==> config.mk <==
export PLATFORM = sky130hd
export DESIGN_NAME = sap_control_sequencer
export DESIGN_NICKNAME = d
export VERILOG_FILES = /design/src/rtl/sap_control_sequencer.sv
export SDC_FILE = /design/constraint.sdc
export NUM_CORES = 1
export LEC_CHECK = 0
export ABC_AREA = 1
export CORE_UTILIZATION = 25
export CTS_BUF_LIST = sky130_fd_sc_hd__clkbuf_8
export DETAILED_ROUTE_END_ITERATION = 10
export SLEW_MARGIN = 30
export SYNTH_ARGS = -nofsm -noshare
export SYNTH_HDL_FRONTEND = slang
export SYNTH_SLANG_ARGS = --single-unit
==> constraint.sdc <==
create_clock -name CLK -period 2.26 [get_ports CLK]
set_clock_uncertainty 0.1 [all_clocks]
set_input_delay 0.226 -clock CLK [delete_from_list [all_inputs] [get_ports CLK]]
set_output_delay 0.226 -clock CLK [all_outputs]
set_load 0.05 [all_outputs]
==> src/rtl/sap_control_sequencer.sv <==
// Control sequencer for the 8-bit SAP datapath: a one-hot T-state ring counter,
// opcode decode into the control word, latched ALU flags and HLT handling.
module sap_control_sequencer #(
  parameter int OPCODE_W = 4,
  parameter int TSTATES  = 6
) (
  input  logic                CLK,
  input  logic                CLR_n,
  input  logic [OPCODE_W-1:0] Opcode,
  input  logic [1:0]          Flags,
  output logic                Cp,
  output logic                Ep,
  output logic                Lm,
  output logic                CE,
  output logic                Li,
  output logic                Ei,
  output logic                La,
  output logic                Ea,
  output logic                Lb,
  output logic                Lo,
  output logic                Jp,
  output logic [1:0]          Operation,
  output logic                ALUOut,
  output logic                Hlt,
  output logic [5:0]          TState,
  output logic [1:0]          FlagReg
);

  // The ring counter is the FSM; its one-hot encoding is exported as TState.
  typedef enum logic [TSTATES-1:0] {
    T1 = 6'b000001,
    T2 = 6'b000010,
    T3 = 6'b000100,
    T4 = 6'b001000,
    T5 = 6'b010000,
    T6 = 6'b100000
  } tstate_e;

  localparam logic [OPCODE_W-1:0] OP_LDA = 'h0;
  localparam logic [OPCODE_W-1:0] OP_ADD = 'h1;
  localparam logic [OPCODE_W-1:0] OP_SUB = 'h2;
  localparam logic [OPCODE_W-1:0] OP_INC = 'h3;
  localparam logic [OPCODE_W-1:0] OP_DCR = 'h4;
  localparam logic [OPCODE_W-1:0] OP_JMP = 'h5;
  localparam logic [OPCODE_W-1:0] OP_JZ  = 'h6;
  localparam logic [OPCODE_W-1:0] OP_JC  = 'h7;
  localparam logic [OPCODE_W-1:0] OP_OUT = 'he;
  localparam logic [OPCODE_W-1:0] OP_HLT = 'hf;

  tstate_e    state_q, state_d;
  logic       halted_q, halted_d;
  logic [1:0] flag_q, flag_d;
  logic       flag_load;

  always_ff @(posedge CLK or negedge CLR_n) begin
    if (!CLR_n) begin
      state_q  <= T1;
      halted_q <= 1'b0;
      flag_q   <= 2'b00;
    end else begin
      state_q  <= state_d;
      halted_q <= halted_d;
      flag_q   <= flag_d;
    end
  end

  assign TState  = state_q;
  assign FlagReg = flag_q;

  always_comb begin
    Cp        = 1'b0;
    Ep        = 1'b0;
    Lm        = 1'b0;
    CE        = 1'b0;
    Li        = 1'b0;
    Ei        = 1'b0;
    La        = 1'b0;
    Ea        = 1'b0;
    Lb        = 1'b0;
    Lo        = 1'b0;
    Jp        = 1'b0;
    Operation = 2'b00;
    ALUOut    = 1'b0;
    Hlt       = 1'b0;
    flag_load = 1'b0;
    state_d   = state_q;
    halted_d  = halted_q;
    flag_d    = flag_q;

    if (halted_q) begin
      // Counter frozen at T4; only the asynchronous clear leaves this state.
      Hlt = 1'b1;
    end else begin
      case (state_q)
        T1: begin
          Ep      = 1'b1;
          Lm      = 1'b1;
          state_d = T2;
        end
        T2: begin
          Cp      = 1'b1;
          state_d = T3;
        end
        T3: begin
          CE      = 1'b1;
          Li      = 1'b1;
          state_d = T4;
        end
        T4: begin
          state_d = T5;
          case (Opcode)
            OP_LDA, OP_ADD, OP_SUB: begin
              Ei = 1'b1;
              Lm = 1'b1;
            end
            OP_INC: begin
              ALUOut    = 1'b1;
              La        = 1'b1;
              Operation = 2'b10;
              flag_load = 1'b1;
            end
            OP_DCR: begin
              ALUOut    = 1'b1;
              La        = 1'b1;
              Operation = 2'b11;
              flag_load = 1'b1;
            end
            OP_JMP: begin
              Ei = 1'b1;
              Jp = 1'b1;
            end
            OP_JZ: begin
              Ei = flag_q[1];
              Jp = flag_q[1];
            end
            OP_JC: begin
              Ei = flag_q[0];
              Jp = flag_q[0];
            end
            OP_OUT: begin
              Ea = 1'b1;
              Lo = 1'b1;
            end
            OP_HLT: begin
              Hlt      = 1'b1;
              halted_d = 1'b1;
              state_d  = T4;
            end
            default: ;
          endcase
        end
        T5: begin
          state_d = T6;
          case (Opcode)
            OP_LDA: begin
              CE = 1'b1;
              La = 1'b1;
            end
            OP_ADD, OP_SUB: begin
              CE = 1'b1;
              Lb = 1'b1;
            end
            default: ;
          endcase
        end
        T6: begin
          state_d = T1;
          if (Opcode == OP_ADD || Opcode == OP_SUB) begin
            ALUOut    = 1'b1;
            La        = 1'b1;
            Operation = (Opcode == OP_SUB) ? 2'b01 : 2'b00;
            flag_load = 1'b1;
          end
        end
        default: state_d = T1;
      endcase

      if (flag_load) flag_d = Flags;
    end
  end

endmodule
# [Yosys cells after proc, flatten, opt, wreduce, memory -nomap -nowiden]
# Index checks and enable logic that the tools add are counted.
# Widths: inputs -> output; s select.
[classes] muxes=41 n_eq_ne=15 reduce_logical=7 n_bitwise=1
[op_table] cell="$mux 1" n=30
[op_table] cell="$pmux 6 s5" n=1
[op_table] cell="$eq 4x3->1 const B" n=4
[op_table] cell="$pmux 1 s3" n=3
[op_table] cell="$eq 4x2->1 const B" n=2
[op_table] cell="$eq 4x4->1 const B" n=2
[op_table] cell="$pmux 2 s2" n=2
[op_table] cell="$eq 6x1->1 const B" n=1
[op_table] cell="$eq 6x2->1 const B" n=1
[op_table] cell="$eq 6x3->1 const B" n=1
[op_table] cell="$eq 6x4->1 const B" n=1
[op_table] cell="$eq 6x5->1 const B" n=1
[op_table] cell="$eq 6x6->1 const B" n=1
[op_table] cell="$pmux 1 s2" n=3
[op_table] cell="$mux 5" n=1
[op_table] cell="$eq 4x1->1 const B" n=1
[op_table] cell="$logic_not 4->1" n=1
[op_table] cell="$reduce_or 2->1" n=2
[op_table] cell="$reduce_or 4->1" n=1
[op_table] cell="$reduce_or 3->1" n=1
[op_table] cell="$mux 2" n=1
[op_table] cell="$reduce_and 2->1" n=1
[op_table] cell="$logic_or 1x1->1" n=1
[op_table] cell="$not 1->1" n=1
[totals] wordCells=67 output_inout_bits=23 regBits=9 inputBits=8

# [Logic depth before layout (Yosys ltp)]
[depth] ltp_word=6 ltp_mapped=9 mapped_depth_nobuf=9

# [Worst setup path after synthesis]
# OpenSTA, ideal clock, no wires.
[synth_path] path_type="register to output" start="reg state_q[5], in the netlist TState[5]" end="out Lo" path_stages_with_launch=7 required_time_ns=1.934 t_arrival_ns=2.364 slack_ns=-0.430 n_path_buf=1 path_cell_list="dfrtp_1 > nor2_1 > nand2_2 > nor2_4 > nand2_2 > nor4_2 > buf_4"
[synth_via] elab_chain_cells=3
[synth_rtl] item="start: declaration" line="50" rtl="tstate_e state_q, state_d;"
[synth_rtl] item="start signal: assignment" line="61" rtl="state_q <= state_d;"
[synth_rtl] item="$eq 6x4->1"
[synth_rtl] item="$mux 1 (2 in a row)"
[synth_rtl] item="end: declaration" line="20" rtl="output logic Lo,"
# Every way passes these cells.

# [Worst setup path in the final report]
[layout_path] start="in Opcode[0]" end="out La"
[layout_via] elab_chain_cells=5 word_cells_on_any_way=12 cone_classes="eq/ne (4); mux (5); reduce/logical (3)"
[layout_rtl] item="start: declaration" line="9" rtl="input logic [OPCODE_W-1:0] Opcode,"
[layout_rtl] item="$eq 4x3->1 (tied with other cells)" line="111" rtl="case (Opcode)"
[layout_rtl] item="$reduce_or 2->1 (no line) / $logic_or 1x1->1 (equally long branches)"
[layout_rtl] item="$mux 1 (on tied branches)" line="111, 168"
[layout_rtl] item="$pmux 1 s3 (*)" line="94" rtl="case (state_q)"
[layout_rtl] item="$mux 1 (*)" line="90" rtl="if (halted_q) begin"
[layout_rtl] item="end: declaration" line="17" rtl="output logic La,"
# Every way passes the cells marked *; elsewhere a longest branch is shown, timed or not.

==> key figures <==
Power and ir drop
  – Sw frac: 0.231
  – Max VDD drop: 0.000338 V
  – Register share of total power: 0.420
  – Comb pwr share: 0.095
  – Leakage: 0.561 nW
  – Pwr dens: ~310 nW/µm²
  – Power consumption: just under 0.4 mW
  – Pint: between 0.2 and 0.3 mW
  – Switching power: 0.0891 mW
  – Clk pwr share: 0.485

Route
  – Met3 WL: roughly 110 µm
  – Routed via count: 738
  – WL met2: about 870 µm
  – Final WL: 1870 µm
  – Antenna-violating nets left: 0
  – Wire length per cell: 11.2 µm
  – First-pass DRT Iterations: 4
  – Wl on met1: 858 µm
  – Max layer used: met4
  – DR iter-0 viols: 8
  – DRC: 0
  – Vias/cell: 4.42

Clock tree
  – # H-tree levels: 1
  – CTS sink cnt: 9
  – Clk buf depth: 2
  – CTS tree: yes
  – CTS buffer count: 3
  – Clock insertion delay at the later pin of the skew report: 0.24 ns
  – Post-CTS setup buffers: 0
  – CTS resizes: 0
  – Root buffer cell: clkbuf_8
  – Reg clk slew, reported paths: 0.05 ns
  – Hold_buf cts: 0

Yosys
  – Avg Inst Size Synth: 7.00 µm²
  – Sequential fraction of the synthesis area: 0.314
  – Synthesized instance count: 103
  – Synthesis-stage register bit count: 9
  – Mapped Area: 721 µm²
  – Distinct cells, synth: 26
  – Synth warn: 0
  – Mapped Nets: 111

STA
  – Max_slew headroom: 0.666
  – Setup-failing EPs final: 0
  – Setup ws final: approximately 0.23 ns
  – Max Fclk: 0.492 GHz
  – RSZ-0062 raised after global routing: false
  – Fin crit share: 0.898
  – Slew Limit Fails: 0
  – Worst Max-Slew Pin Slew: 0.500 ns
  – Tmin final: 2.03 ns
  – Fin. Hold Viols: 0

Setup path
  – Startpoint class of the critical path: input pin
  – Arrival @ worst endpoint: 1.70 ns
  – CP Capture Type: output pin
  – Crit Path Max Fanout: 5
  – Kind of critical path: input pin to output pin
  – Worst Reg-to-Reg Cells: 8
  – CP required: approximately 1.9 ns

Placed design
  – Area after DPL: 1180 µm²
  – Port bufs: 30
  – GPL Wtd Cong: 0.847
  – Detailed Place HPWL: 1540 µm
  – Dpl cells: between 150 and 200
  – Setup WS pre-CTS: 0.204 ns

Cells and area
  – P&R area growth vs syn: 70.0%
  – Share of cells above drive strength 1: 0.338
  – FILL cells: 264
  – Design Area, Final: 1220 µm²
  – Fin cells: 167
  – Layout net count: 145
  – Diode count: 0
  – Final Core Density: 0.448

Floorplan
  – Die span in x: 55.7 µm
  – Rows: 19
  – Die Y: between 50 and 60 µm
  – IO Count: 31
  – Initial Util: 0.264
  – Die area: between 3000 and 4000 µm²
  – Core area: 2730 µm²

GRT
  – Initial antenna violation count: 0
  – GRT Total Usage: 0.135
  – Number of global-route vias before repair: 729
  – Grt ovf: 0
  – First-pass GRT wire length: ~3200 µm
  – Largest net degree at the start of global routing: 11

Flow run
  – Max Cap Viol: 0

Hold path
  – Hold Crit Class: input pin to asynchronous set/reset pin

Run status
  – Status: completed
-- final timing paths --
kind | startpoint | end | slack (ns)
max in group asynchronous | CLR_n | TState[0] | 1.52
hold / removal | CLR_n | FlagReg[0] | 0.20
hold reg to reg | TState[0] | TState[0] | 0.40
setup reg to reg | TState[3] | FlagReg[0] | 0.89
min in group CLK | TState[0] | TState[0] | 0.40
setup / recovery | Opcode[0] | La | 0.23
-- cells in the mapped netlist --
master	number	area share
inv_1	13	0.068
o21ai_0	4	0.028
nor2_4	4	0.062
nor3_1	3	0.021
dfstp_2	1	0.036
nand2_4	1	0.016
o21ai_1	1	0.0069
nand2_1	25	0.13
buf_6	1	0.016
inv_2	2	0.010
nand2_2	9	0.078
nand3_1	4	0.028
nand3_2	1	0.014
nand3b_1	1	0.010
buf_4	1	0.010
dfrtp_1	8	0.28
nor4_2	1	0.017
nor2_1	11	0.057
o21bai_1	1	0.010
o211ai_2	1	0.017
a21oi_1	2	0.014
nand4_1	1	0.0087
or2_2	1	0.0087
nor2_2	4	0.035
o211ai_1	1	0.010
o22ai_1	1	0.0087
-- stage by stage --
stage | hold slack [ns] | setup TNS (ns)
3_3_place_gp | 0.399 | 0
2_1_floorplan | -0.170 | -0.0694
5_1_grt | 0.238 | 0
4_1_cts | 0.215 | 0
6_report | 0.202 | 0
3_5_place_dp | 0.404 | 0
-- critical path, cell delays in order --
cell and delay [ns]:
clkdlybuf4s50_1 0.48, nor2_2 0.27, nand2_2 0.11, nand2_2 0.07, nand2_2 0.06, nand2_4 0.08, nor2_1 0.04, nor2_1 0.19
buf_12 0.17
-- routing by layer --
layer | track usage | vias to the layer above
li1 | - | 389
met1 | 0.171 | 326
met5 | 0 | -
met2 | 0.200 | 19
met3 | 0.0581 | 4
met4 | 0.0536 | 0
-- cell type report --
class | count | area, µm² | share of cell area
tap | 31 | 38.8 | 0.0317
clock buffer | 3 | 41.3 | 0.0337
sequential | 9 | 226 | 0.185
multi-input combinational | 77 | 438 | 0.358
clock inverter | 1 | 3.75 | 0.00306
timing repair buffer | 31 | 420 | 0.343
inverter | 15 | 56.3 | 0.0460
-- cell usage in the layout, fill, tap and decap left out, types with 4 or more instances in the layout --
master,Yosys,layout
nand2_2,9,9
nand2_1,25,25
nor2_4,4,4
dfrtp_1,8,8
clkdlybuf4s50_1,0,15
nor2_1,11,11
nor2_2,4,4
inv_1,13,14
buf_4,1,4
nand3_1,4,4
buf_12,0,12
-- sequential cells by signal, indices dropped and copies added, names as in the netlist --
register,cells
TState,6
FlagReg,2
halted_q,1
-- power by group through the flow --
stage	combinational (mW)	sequential [mW]	clock (mW)
final	0.0365	0.162	0.187
after global routing	0.0402	0.162	0.196
after CTS	0.0372	0.162	0.188
after detailed placement	0.0371	0.164	0
after global placement	0.0364	0.164	0
after floorplan	0.0158	0.164	0
-- cell families after synthesis --
family	count (synthesis)	share of synthesized area
compound gates	11	0.0955
simple gates	66	0.486
flops	9	0.314
buf+inv	17	0.104
Note: power is estimated with default switching activity, not from simulation.
